## src/rtl/hold_mux_n.sv

```systemverilog
// Priority-select N-channel mux with registered output, hold/clear on idle,
// sticky multi-select error flag and a saturating capture counter.
module hold_mux_n #(
  parameter  int WIDTH    = 8,
  parameter  int CHANNELS = 3,
  parameter  int HOLD     = 1,
  parameter  int CNT_W    = 8,
  localparam int IDX_W    = (CHANNELS > 2) ? $clog2(CHANNELS) : 1
) (
  input  logic                      clk,
  input  logic                      rst,
  input  logic [CHANNELS*WIDTH-1:0] in_data,
  input  logic [CHANNELS-1:0]       sel,
  input  logic                      clr_err,
  output logic [WIDTH-1:0]          out,
  output logic                      out_valid,
  output logic [IDX_W-1:0]          out_idx,
  output logic                      multi_err,
  output logic [CNT_W-1:0]          cap_cnt
);

  logic [WIDTH-1:0] out_q, out_d;
  logic             out_valid_q, out_valid_d;
  logic [IDX_W-1:0] out_idx_q, out_idx_d;
  logic             multi_err_q, multi_err_d;
  logic [CNT_W-1:0] cap_cnt_q, cap_cnt_d;

  logic             any_s;
  logic             multi_s;
  logic [IDX_W-1:0] win_idx_s;
  logic [WIDTH-1:0] win_data_s;

  // Priority encode: scanning downward lets the lowest set select win.
  always_comb begin
    win_idx_s  = '0;
    win_data_s = '0;
    for (int k = CHANNELS - 1; k >= 0; k--) begin
      win_idx_s  = sel[k] ? IDX_W'(k) : win_idx_s;
      win_data_s = sel[k] ? in_data[k*WIDTH +: WIDTH] : win_data_s;
    end
    any_s   = |sel;
    // Clearing the lowest set bit leaves something only if two or more were set.
    multi_s = (sel & (sel - CHANNELS'(1))) != '0;
  end

  // Next-state for output data, index, valid, error flag and counter.
  always_comb begin
    out_d       = out_q;
    out_valid_d = out_valid_q;
    out_idx_d   = out_idx_q;
    multi_err_d = multi_err_q;
    cap_cnt_d   = cap_cnt_q;
    if (any_s) begin
      out_d       = win_data_s;
      out_idx_d   = win_idx_s;
      out_valid_d = 1'b1;
    end else if (HOLD == 0) begin
      out_d       = '0;
      out_valid_d = 1'b0;
    end else begin
      out_d       = out_q;
      out_valid_d = out_valid_q;
    end
    if (any_s && (cap_cnt_q != {CNT_W{1'b1}})) begin
      cap_cnt_d = cap_cnt_q + CNT_W'(1);
    end else begin
      cap_cnt_d = cap_cnt_q;
    end
    // Set has priority over clear when both happen on one edge.
    if (multi_s) begin
      multi_err_d = 1'b1;
    end else if (clr_err) begin
      multi_err_d = 1'b0;
    end else begin
      multi_err_d = multi_err_q;
    end
  end

  // State registers with asynchronous reset.
  always_ff @(posedge clk or posedge rst) begin
    if (rst) begin
      out_q       <= '0;
      out_valid_q <= 1'b0;
      out_idx_q   <= '0;
      multi_err_q <= 1'b0;
      cap_cnt_q   <= '0;
    end else begin
      out_q       <= out_d;
      out_valid_q <= out_valid_d;
      out_idx_q   <= out_idx_d;
      multi_err_q <= multi_err_d;
      cap_cnt_q   <= cap_cnt_d;
    end
  end

  assign out       = out_q;
  assign out_valid = out_valid_q;
  assign out_idx   = out_idx_q;
  assign multi_err = multi_err_q;
  assign cap_cnt   = cap_cnt_q;

endmodule

```

## config.mk

```make
export PLATFORM = sky130hd
export DESIGN_NAME = hold_mux_n
export DESIGN_NICKNAME = d
export VERILOG_FILES = /design/src/rtl/hold_mux_n.sv
export SDC_FILE = /design/constraint.sdc
export NUM_CORES = 1
export LEC_CHECK = 0
export BUFFER_PORTS_ARGS = -buffer_cell sky130_fd_sc_hd__buf_2
export CAP_MARGIN = 25
export CORE_MARGIN = 2
export CORE_UTILIZATION = 30
export DETAILED_ROUTE_END_ITERATION = 7
export SETUP_SLACK_MARGIN = 0.3
export SYNTH_ARGS = -nofsm -noshare
export SYNTH_HDL_FRONTEND = slang
export SYNTH_SLANG_ARGS = --single-unit
```

## constraint.sdc

```tcl
create_clock -name clk -period 1.85 [get_ports clk]
set_input_delay 0.185 -clock clk [delete_from_list [all_inputs] [get_ports clk]]
set_output_delay 0.185 -clock clk [all_outputs]
set_load 0.02 [all_outputs]
```

Word-level counts from Yosys, hierarchy flattened:

Index checks and enable logic that the tools add are counted.

* bits in latches: 0
* word-level logic and storage cells: 21
* register bits: 20
* ROM bits: 0
* bits in writable memories: 0
* output and inout bits: 20
* memories kept: 0
* input bits: 30

* reductions and logical operators: 4
* multiply operators: 0
* div/mod/pow operators: 0
* $add $sub $neg: 2
* shifts and indexed selects: 0
* eq/ne operators: 1
* multiplexer cells: 8
* $lt $le $gt $ge: 0
* bitwise operators: 1

Operators by type and width (count)
* two-way mux 8 bit: 3
* adder 8 x 1 -> 8 bit (second input constant): 1
* != test 8 bit (second input constant): 1
* two-way mux 2 bit: 3
* bitwise AND 3 bit: 1
* nonzero test 3 bit: 1
* OR reduction 3 bit: 1
* subtractor 3 x 1 -> 3 bit (second input constant): 1
* two-way mux 1 bit: 2
* nonzero test 2 bit: 1
* logical AND 1 bit: 1

Logic depth before layout (Yosys ltp):

Gate-level depths: netlist of the first run.

* depth in word-level cells: 4
* mapped depth: 6
* mapped depth without buffers: 5

Least setup slack after synthesis of the first run:

Ideal clock, no wire load.

* kind: reg2reg
* start: register cap_cnt_q[3] (netlist: cap_cnt[3])
* end: register cap_cnt_q[1] (netlist: cap_cnt[1])
* setup slack: 0.332 ns
* data required time: 1.722 ns
* library setup time: 0.128 ns
* stages on the path, launching flop included: 5
* arrival: 1.391 ns
* path through: dfrtp_1 > and3_1 > nand3_1 > o21ai_2 > mux2_1

* word-level cells in the longest chain between the ends: 2

Ends and longest elaborated chain
* from (decl): RTL line 26 `logic [CNT_W-1:0] cap_cnt_q, cap_cnt_d;`
* from (signal assigned): RTL line 92 `cap_cnt_q <= cap_cnt_d;`
* != test 8 bit: RTL line 64 `if (any_s && (cap_cnt_q != {CNT_W{1'b1}})) begin`
* logical AND 1 bit: RTL line 64

Every way passes these cells.
A chain may end at the register's enable or synchronous reset.

Final worst setup path of the first run:

* start: register cap_cnt_q[0] (netlist: cap_cnt[0])
* end: register cap_cnt_q[1] (netlist: cap_cnt[1])

* word-level cells in the longest chain between the ends: 2

Ends and longest elaborated chain
* parallel branches: the longest is 2 deep, another holds adder 8 x 1 -> 8 bit

Several ways; the timed one is not identified.

==> results of run 1 <==
-- how the worst max path moves through the flow --
stage                                 from                     end  slack [ns]  depth (start not counted)
floorplan           cap_cnt[3]$_DFFE_PP0P_  cap_cnt[1]$_DFFE_PP0P_        0.33                          4
global placement                    sel[2]  cap_cnt[7]$_DFFE_PP0P_        0.41                          5
detailed placement  cap_cnt[3]$_DFFE_PP0P_  cap_cnt[1]$_DFFE_PP0P_        0.33                          4
CTS                 cap_cnt[3]$_DFFE_PP0P_  cap_cnt[1]$_DFFE_PP0P_        0.31                          4
global route        cap_cnt[0]$_DFFE_PP0P_  cap_cnt[1]$_DFFE_PP0P_        0.29                          4
finish              cap_cnt[0]$_DFFE_PP0P_  cap_cnt[1]$_DFFE_PP0P_        0.38                          4
-- stage by stage --
| stage | utilization, % | cell area, µm² | total power [mW] | setup slack, ns |
|---|---|---|---|---|
| 5_1_grt | 41.8 | 1270 | 1.56 | 0.293 |
| 2_1_floorplan | - | 963 | 1.05 | 0.332 |
| 3_5_place_dp | 40.5 | 1240 | 1.27 | 0.327 |
| 4_1_cts | 41.3 | 1260 | 1.47 | 0.310 |
| 3_3_place_gp | 40.5 | 1240 | 1.24 | 0.409 |
| 6_report | 41.8 | 1270 | 1.46 | 0.385 |
-- cells in the final DEF (no fill, tap or decap), types with 2 or more instances in the layout --
cell type	instances
a21oi_1	15
dfrtp_1	20
mux2_4	2
nor2_2	2
o22ai_1	14
buf_4	2
nand3_1	2
clkbuf_4	3
inv_1	4
buf_2	49
nand2b_1	2
nand2_1	6
xnor2_1	3
-- state kept, by name, summed over array words and instances, names as in the netlist --
register,count
out_idx,2
out,8
cap_cnt,8
multi_err,1
out_valid,1
-- report_power, final --
| group | switching (mW) | internal [mW] | total, mW |
|---|---|---|---|
| sequential | 0.127 | 0.543 | 0.670 |
| clock | 0.122 | 0.0756 | 0.197 |
| combinational | 0.341 | 0.247 | 0.589 |
-- logic make-up (layout without fill, tap and decap cells) --
| family | count (synthesis) | after routing |
|---|---|---|
| buffers and inverters | 9 | 59 |
| AND/OR/NAND/NOR | 20 | 20 |
| AO/OA/AOI/OAI | 35 | 35 |
| adder cells (fa/ha/maj) | 1 | 1 |
| multiplexers | 3 | 3 |
| XOR/XNOR | 3 | 3 |
| flip-flops | 20 | 20 |
-- synthesized netlist by cell type --
master    instances
nand2_1           6
or3_1             1
o21ai_2           1
nor3_2            1
ha_1              1
and3_1            1
o22ai_1          14
nor2b_1           1
nand3_1           3
o21a_1            1
o21bai_2          1
a21oi_1          15
a221o_1           1
inv_1             4
o21ai_0           1
dfrtp_1          20
a31oi_1           1
clkbuf_1          1
clkinv_1          1
mux2_1            1
nor2_1            2
xnor2_1           3
nor2_2            1
clkbuf_4          1
nand2b_1          2
buf_6             2
nor3_1            1
mux2_4            2
nand4_4           1
-- routing by layer --
metal | up-vias | GRT usage, %
met3 | 4 | 4.05
met4 | 0 | 5.59
met2 | 31 | 25.0
met1 | 429 | 16.1
li1 | 441 | -
met5 | - | 0
-- timing repair --
item,CTS,global route
setup buffers,0,1
endpoints found under the setup margin,0,2
resized for setup,0,2
-- area by class of cell --
class	count	area, µm²	area share (%)
Clock buffer	3	22.5	1.77
Inverter	5	18.8	1.47
Multi-Input combinational cell	62	418	32.8
Sequential cell	20	500	39.3
Tap cell	44	55.1	4.32
Timing Repair Buffer	51	260	20.4
==> flow_summary.toml, run 1 <==
[synth]
synth-simple-area-share_pct = 12.3
yosysWarnings = 0
syn_area_um2 = 963
syn_inst = 91
synth_fa_ha_area_share_pct = 1.30
synth.area.top_cells = "dfrtp_1, o22ai_1, a21oi_1, mux2_4, xnor2_1"
synth_top_area_cell = "dfrtp_1"
synth_nets = 122
ys_ff_latch = 20
synth_compound_area_share_pct = 21.9
yosysTopAreaCellShare_pct = 51.9
synthXorXnorAreaFrac_pct = 2.73
syn_area_per_cell_um2 = 10.6
yosys-mux-area-fraction_pct = 4.29
ys_seq_area_share_pct = 51.9
synth_cell_types = 29
synth_top_family_by_area = "compound AO/OA/AOI/OAI gates"

[clock_network]
tritoncts = "yes"
cts_root_buffer = "clkbuf_4"
clock_latency_ns = 0.29
cts.sinks = 20
clockBufferDepth = 2
path_clk_slew_ns = 0.10
htree_levels = 1
cts_made_buffers = 3
cts_hold_buf = 0

[worst_setup_path]
cp.arrival_ns = 1.65
worstPathRequired_ns = 2.03
crit_path_max_fanout = 5
r2r-start = "cap_cnt[0]$_DFFE_PP0P_"
r2r-end = "cap_cnt[1]$_DFFE_PP0P_"
crit_family = "flip-flops"
reg2reg_depth = 4
end_kind = "flop"
critPathKind = "reg2reg"
crit_buf_inv = 0
crit_path_start_kind = "flop"
cp_slowest_cell = "dfrtp_1"
cp_slowest_stage_delay_ns = 0.46
crit_path_cell_trace = "ha_1, nand2_1, o21ai_2, mux2_1"
reg2reg_slack_ns = 0.38

[layout]
instances_no_fill = 185
layout.nets = 174
nFillCells = 313
diodes = 0
syn_to_final_growth_pct = 32.3
drive_gt1_share_pct = 44.7

[placement]
dp.cells = 181
finalWeightedCongestion = 0.767
dp_hpwl_um = 1870
io_buffers = 49

[power]
leakage_nw = 0.596
powerDensity_nw_per_um2 = 1140
vdd_ir_drop_max_mv = 0.713

[floorplanning]
rows = 20
start_util_pct = 31.6
die_area_um2 = 3680
core-area_um2 = 3050
io_pins = 50
die_w_um = 60.7
fp.dieH_um = 60.7

[global_routing]
grt-ovfl-total = 0
antenna_found_initial = 0
grtUsageTotal_pct = 14.2
grt_pass1_wl_um = 3840
grt_max_degree = 21
grt_pass1_vias = 912

[timing]
period_needed_ns = 1.47
whs_ns = 0.00773
worstMarginPinSlew_ns = 0.749
rsz0062_at_grt = "true"
period_share_pct = 79.2
skew_ns = 0.00193
hold_viol = 0
slew_violations = 0
fin_setup_tns_ns = 0
fmax_mhz = 682
finalSetupViolations = 0
slew_headroom_pct = 50.0

[drt]
via_per_inst = 4.89
dr.max_layer_used = "met4"
wl_met1_um = 1030
met3_length_um = 124
drcViolationCount = 0
antenna_left = 0
drt_iter0_drc = 44
firstDrtPassIters = 4
vias = 905
wl_met2_um = 1140
routed_wl_um = 2340
wl_per_cell_um = 12.6

[run]
drv_cap = 0

[min_path]
min_path_type = "in2async"

[status]
status = "completed"
No activity file was read; power rests on OpenSTA's default activity.
==> inputs of run 2 (changes only) <==
Settings changed: ABC_AREA set to 1.
Clock period 1.85 ns to 1.5 ns, I/O delays scaled along.
==> run 2 against run 1 <==
Net effect:
- fmax grew 25%
- power rose by 28%
- first-iteration DRC count down 61%
- sequential power grew 17%
- area after synthesis up 14%
- utilization up 2.0 points
- routed wire length grew 16%
- flip-flop and latch count is the same
- register-to-register slack worse by 0.06 ns
- die area increased by 13%
- synthesized cell count increased by 64%
- worst setup slack got worse by 0.056 ns
==> flow_summary.toml, run 2 <==
[status]
status = "completed"

[synth]
syn_area_per_cell_um2 = 7.35
synth_edf_count = 0
syn_area_um2 = 1090
ys_seq_area_share_pct = 45.7
synth.area.top_cells = "dfrtp_1, nand2_1, nand3_1, o21ai_0, inv_1"
yosysWarnings = 0
synth_fa_ha_area_share_pct = 1.14
synthXorXnorAreaFrac_pct = 2.40
yosys-mux-area-fraction_pct = 0
synth_top_family_by_area = "simple AND/OR/NAND/NOR gates"
yosysMostFrequentCell = "nand2_1"
yosysTopAreaCellShare_pct = 45.7
synthArstFlopShare_pct = 100
synth_cell_types = 20
synth-simple-area-share_pct = 37.7
ys_ff_latch = 20
synth_flop_cell = "dfrtp_1"
synth_common_cells = "nand2_1, dfrtp_1, inv_1, nand3_1, o21ai_0"
synth_compound_area_share_pct = 5.83
synth_nets = 180
syn_inst = 149
synth_top_area_cell = "dfrtp_1"

[drt]
vias = 1079
dr.max_layer_used = "met4"
firstDrtPassIters = 4
drcViolationCount = 0
drt_iter0_drc = 17
antenna_left = 0
wl_per_cell_um = 10.9
routed_wl_um = 2720
met3_length_um = 93
via_per_inst = 4.33
wl_met2_um = 1320
wl_met1_um = 1290

[global_routing]
grt-ovfl-total = 0
antenna_found_initial = 0
grt_pass1_wl_um = 4570
grtUsageTotal_pct = 14.1
grt_pass1_vias = 1004
grt_max_degree = 21

[timing]
period_share_pct = 78.1
slew_headroom_pct = 82.2
worstMarginPinSlew_ns = 0.266
hold_viol = 0
skew_ns = 0.00657
fmax_mhz = 854
period_needed_ns = 1.17
rsz0062_at_grt = "true"
slew_violations = 0
fin_setup_tns_ns = 0
finalSetupViolations = 0

[run]
drv_cap = 0

[layout]
final_cell_mix = "nand2_1, buf_2, dfrtp_1"
fin_area_um2 = 1490
syn_to_final_growth_pct = 36.5
diodes = 0
drive_gt1_share_pct = 38.4
layout.nets = 235
final_common_cell = "nand2_1"

[placement]
finalWeightedCongestion = 0.847
dp_hpwl_um = 2080
io_buffers = 49
placed_area_um2 = 1410

[clock_network]
path_clk_slew_ns = 0.11
clockBufferDepth = 2
htree_levels = 1
clock_latency_ns = 0.29
cts_made_buffers = 3
cts_root_buffer = "clkbuf_4"
tritoncts = "yes"
cts.sinks = 20

[floorplanning]
core-area_um2 = 3420
fp.dieH_um = 64.4
io_pins = 50
die_area_um2 = 4150
rows = 21
start_util_pct = 32.1
die_w_um = 64.4

[worst_setup_path]
r2r-end = "cap_cnt[3]$_DFFE_PP0P_"
reg2reg_depth = 8
crit_path_start_kind = "flop"
worstPathRequired_ns = 1.69
critPathKind = "reg2reg"
crit_path_max_fanout = 8
r2r-start = "cap_cnt[0]$_DFFE_PP0P_"
reg2reg_slack_ns = 0.33
end_kind = "flop"
cp.arrival_ns = 1.36

[power]
leakage_nw = 0.792
powerDensity_nw_per_um2 = 1250
vdd_ir_drop_max_mv = 0.603

[min_path]
hold_depth = 3
min_path_type = "in2reg"
min_to = "out[6]$_DFFE_PP0P_"
hold_start = "in_data[6]"
run 2: cell count changes after synthesis, moves of 4 or more:
cell     delta
o21ai_0     +9
nand2_1    +60
nor2_1      +4
inv_1       +8
buf_2       +4
o22ai_1    -14
a21oi_1    -14
nand3_1     +9
run 2: timing repair:
item	in CTS	in global routing
setup endpoints to repair	5	7
cloned	0	0
hold endpoints to repair	20	0
gates resized for setup	0	6
buffers inserted	1	2
pin swaps	1	5
hold buffers	1	0
run 2: critical path, stage by stage, from the launching register on:
cell	delay, ns
dfrtp_2	0.43
ha_4	0.16
nand2_2	0.06
nor2_2	0.09
nand2_2	0.06
nand2_4	0.12
inv_4	0.06
nand2_2	0.06
nand2_1	0.05
run 2: final cells by class:
| cell class | count | area (µm²) |
|---|---|---|
| fillers | 374 | 1920 |
| multi-input cells | 110 | 551 |
| flip-flops and latches | 20 | 505 |
| repair buffers | 54 | 285 |
| inverters | 15 | 58.8 |
| well taps | 46 | 57.6 |
| clock buffers | 4 | 36.3 |
run 2: per-stage QoR:
stage               total power [mW]  worst slack, ns  util (%)  hold slack [ns]  cells
floorplan                       1.25            0.290         -            0.114    149
global placement                1.47            0.321      41.1            0.193    241
detailed placement              1.48            0.285      41.1            0.195    241
CTS                             1.82            0.307      42.7           0.0490    247
global route                    2.03            0.251      43.7           0.0584    249
finish                          1.86            0.329      43.7           0.0679    249
run 2: how the worst max path moves through the flow:
| stage | from | end | slack (ns) | cells after the start |
|---|---|---|---|---|
| floorplan | cap_cnt[0]$_DFFE_PP0P_ | cap_cnt[3]$_DFFE_PP0P_ | 0.29 | 8 |
| global placement | cap_cnt[0]$_DFFE_PP0P_ | cap_cnt[5]$_DFFE_PP0P_ | 0.32 | 8 |
| detailed placement | cap_cnt[0]$_DFFE_PP0P_ | cap_cnt[3]$_DFFE_PP0P_ | 0.28 | 8 |
| CTS | cap_cnt[1]$_DFFE_PP0P_ | cap_cnt[3]$_DFFE_PP0P_ | 0.31 | 8 |
| global route | cap_cnt[0]$_DFFE_PP0P_ | cap_cnt[2]$_DFFE_PP0P_ | 0.25 | 6 |
| finish | cap_cnt[0]$_DFFE_PP0P_ | cap_cnt[3]$_DFFE_PP0P_ | 0.33 | 8 |
run 2: cells by family after synthesis:
logic type / Yosys count
simple gates: 94
flops: 20
buf+inv: 19
compound gates: 12
xor+xnor: 3
fa+ha+maj: 1
run 2: power by group:
part           switching, mW  leakage [nW]  internal, mW  total (mW)
Sequential             0.130         0.229         0.656       0.786
Clock                  0.157        0.0210         0.148       0.305
Combinational          0.455         0.542         0.315       0.770
run 2: per-layer routing:
| layer | up-vias | track usage, % |
|---|---|---|
| met5 | - | 0 |
| met4 | 0 | 3.19 |
| met3 | 2 | 2.78 |
| met2 | 20 | 24.7 |
| met1 | 479 | 17.8 |
| li1 | 578 | - |
==> inputs of run 3 (changes only) <==
Settings changed: ABC_AREA 1 to 0.
Clock period 1.5 ns to 0.95 ns, I/O delays scaled along.
==> run 3 against run 2 <==
Net effect:
- the flow now finishes with violations (setup timing)
- clock skew rose by 0.0043 ns
- sequential share of layout area fell by 5.2 points
- routed wire length rose by 5.1%
- global-route usage rose by 2.0 points
- utilization rose by 15 points
- power rose by 120%
- combinational power rose to 3.0 times the previous value
- clock power rose by 37%
- worst setup slack got worse by 0.63 ns
- register-to-register slack got worse by 0.63 ns
- first-iteration DRC count rose to 2.8 times the previous value
- die area fell by 11%
- critical endpoint is now cap_cnt[1]$_DFFE_PP0P_
- largest power group is now combinational cells
==> flow_summary.toml, run 3 (same netlist as run 1, synthesis figures left out) <==
[layout]
syn_to_final_growth_pct = 86.2
final_common_cell = "buf_2"
drive_gt1_share_pct = 68.6
layout.nets = 204
fin_util_pct = 58.8
diodes = 0
final_cell_mix = "buf_2, buf_6, buf_4"

[power]
pwr-share-seq_pct = 32.4
leakage_nw = 0.826
power.total_mw = 4.06
powerDensity_nw_per_um2 = 2260
internal_power_mw = 2.55
p_comb_share_pct = 57.3
sw_frac_of_total_pct = 37.1
vdd_ir_drop_max_mv = 1.43
clkPwrFrac_pct = 10.3
p_sw_mw = 1.51

[drt]
drcViolationCount = 0
routed_wl_um = 2860
antenna_left = 0
drt_iter0_drc = 48
firstDrtPassIters = 3
wl_per_cell_um = 13.2
vias = 1002
via_per_inst = 4.64

[floorplanning]
die_area_um2 = 3680
die_w_um = 60.7
io_pins = 50
fp.dieH_um = 60.7
core-area_um2 = 3050
start_util_pct = 31.6
rows = 20

[timing]
rsz0062_at_grt = "true"
period_share_pct = 132
finalSetupViolations = 20
slew_violations = 0
fmax_mhz = 800
finalWorstSetupSlack_ns = -0.300
hold_viol = 0
slew_headroom_pct = 81.3
worstMarginPinSlew_ns = 0.280
period_needed_ns = 1.25
skew_ns = 0.0109
whs_ns = 0.0263

[global_routing]
use_met1_pct = 19.4
grt_max_degree = 21
top_usage_layer = "met2"
antenna_found_initial = 0
grtUsageTotal_pct = 16.1
grt_util_met2_pct = 27.8
grt-ovfl-total = 0
grt_pass1_vias = 1004
grt_util_met3_pct = 2.77
grt_pass1_wl_um = 4360

[clock_network]
path_clk_slew_ns = 0.12
clock_latency_ns = 0.30
cts_made_buffers = 3
cts_root_buffer = "clkbuf_4"
clockBufferDepth = 2
htree_levels = 1
cts.sinks = 20
tritoncts = "yes"

[status]
status = "complete, but fails checks"
violations = "setup timing"

[placement]
dp_hpwl_um = 2030
io_buffers = 49
dp_slack_ns = -0.344
finalWeightedCongestion = 0.836

[worst_setup_path]
cp.arrival_ns = 1.44
crit_path_max_fanout = 5
critPathKind = "reg2reg"
reg2reg_slack_ns = -0.30
worstPathRequired_ns = 1.14
crit_path_start_kind = "flop"
end_kind = "flop"
reg2reg_depth = 4
r2r-end = "cap_cnt[1]$_DFFE_PP0P_"
r2r-start = "cap_cnt[0]$_DFFE_PP0P_"

[min_path]
min_to = "out[1]$_DFFE_PP0P_"
hold_depth = 2
min_path_type = "in2reg"
hold_start = "in_data[1]"

[run]
drv_cap = 0
==> run 3: changes by cell type in the layout (fill, tap and decap cells not counted), sizes merged, moves of 8 or more <==
| cell | previous run | this run |
|---|---|---|
| o21ai | 10 | 2 |
| buf | 53 | 79 |
| a21oi | 1 | 15 |
| nand3 | 12 | 3 |
| o22ai | 0 | 14 |
| inv | 15 | 4 |
| nand2 | 70 | 6 |
==> run 3: cell type report <==
cell class	instances	area, µm²
Timing Repair Buffer	81	651
Tap cell	44	55.1
Sequential cell	20	514
Fill cell	276	1260
Clock buffer	4	26.3
Multi-Input combinational cell	62	528
Inverter	5	20.0
==> run 3: per-stage QoR <==
step | std cells | setup TNS [ns] | instance area [µm²]
2_1_floorplan | 91 | -2.24 | 1030
3_3_place_gp | 201 | -3.32 | 1460
3_5_place_dp | 201 | -3.69 | 1460
4_1_cts | 212 | -3.07 | 1710
5_1_grt | 216 | -4.18 | 1790
6_report | 216 | -2.99 | 1790
==> run 3: worst max-delay path by stage <==
stage / startpoint / endpoint / slack (ns)
after floorplan: cap_cnt[3]$_DFFE_PP0P_ / cap_cnt[1]$_DFFE_PP0P_ / -0.44
after global placement: sel[1] / cap_cnt[7]$_DFFE_PP0P_ / -0.31
after detailed placement: sel[1] / cap_cnt[7]$_DFFE_PP0P_ / -0.34
after CTS: cap_cnt[3]$_DFFE_PP0P_ / cap_cnt[1]$_DFFE_PP0P_ / -0.30
after global routing: cap_cnt[0]$_DFFE_PP0P_ / cap_cnt[1]$_DFFE_PP0P_ / -0.34
final: cap_cnt[0]$_DFFE_PP0P_ / cap_cnt[1]$_DFFE_PP0P_ / -0.30
==> run 3: power by group through the flow <==
| stage | combinational, mW | clock, mW | sequential [mW] |
|---|---|---|---|
| 6_report | 2.33 | 0.419 | 1.32 |
| 5_1_grt | 2.49 | 0.482 | 1.35 |
| 4_1_cts | 2.16 | 0.438 | 1.32 |
| 3_5_place_dp | 1.72 | 0 | 1.31 |
| 3_3_place_gp | 1.68 | 0 | 1.29 |
| 2_1_floorplan | 0.619 | 0 | 1.62 |
==> run 3: what timing repair did <==
| action | 4_1_cts | 5_1_grt |
|---|---|---|
| endpoints found under the setup margin | 39 | 40 |
| resized for setup | 50 | 12 |
| hold endpoints to repair | 21 | 0 |
| pin swaps | 6 | 4 |
| buffers inserted | 5 | 4 |
| hold buffers | 2 | 0 |
==> run 3: critical path: stages, from the launching register on <==
cell	delay, ns
dfrtp_2	0.42
ha_4	0.16
nand2_4	0.08
o21ai_4	0.18
mux2_4	0.31
==> run 3: routing by layer <==
layer	wire, µm	vias up
li1	-	495
met1	1200	465
met2	1470	36
met3	137	6
met4	55	0
met5	0	-
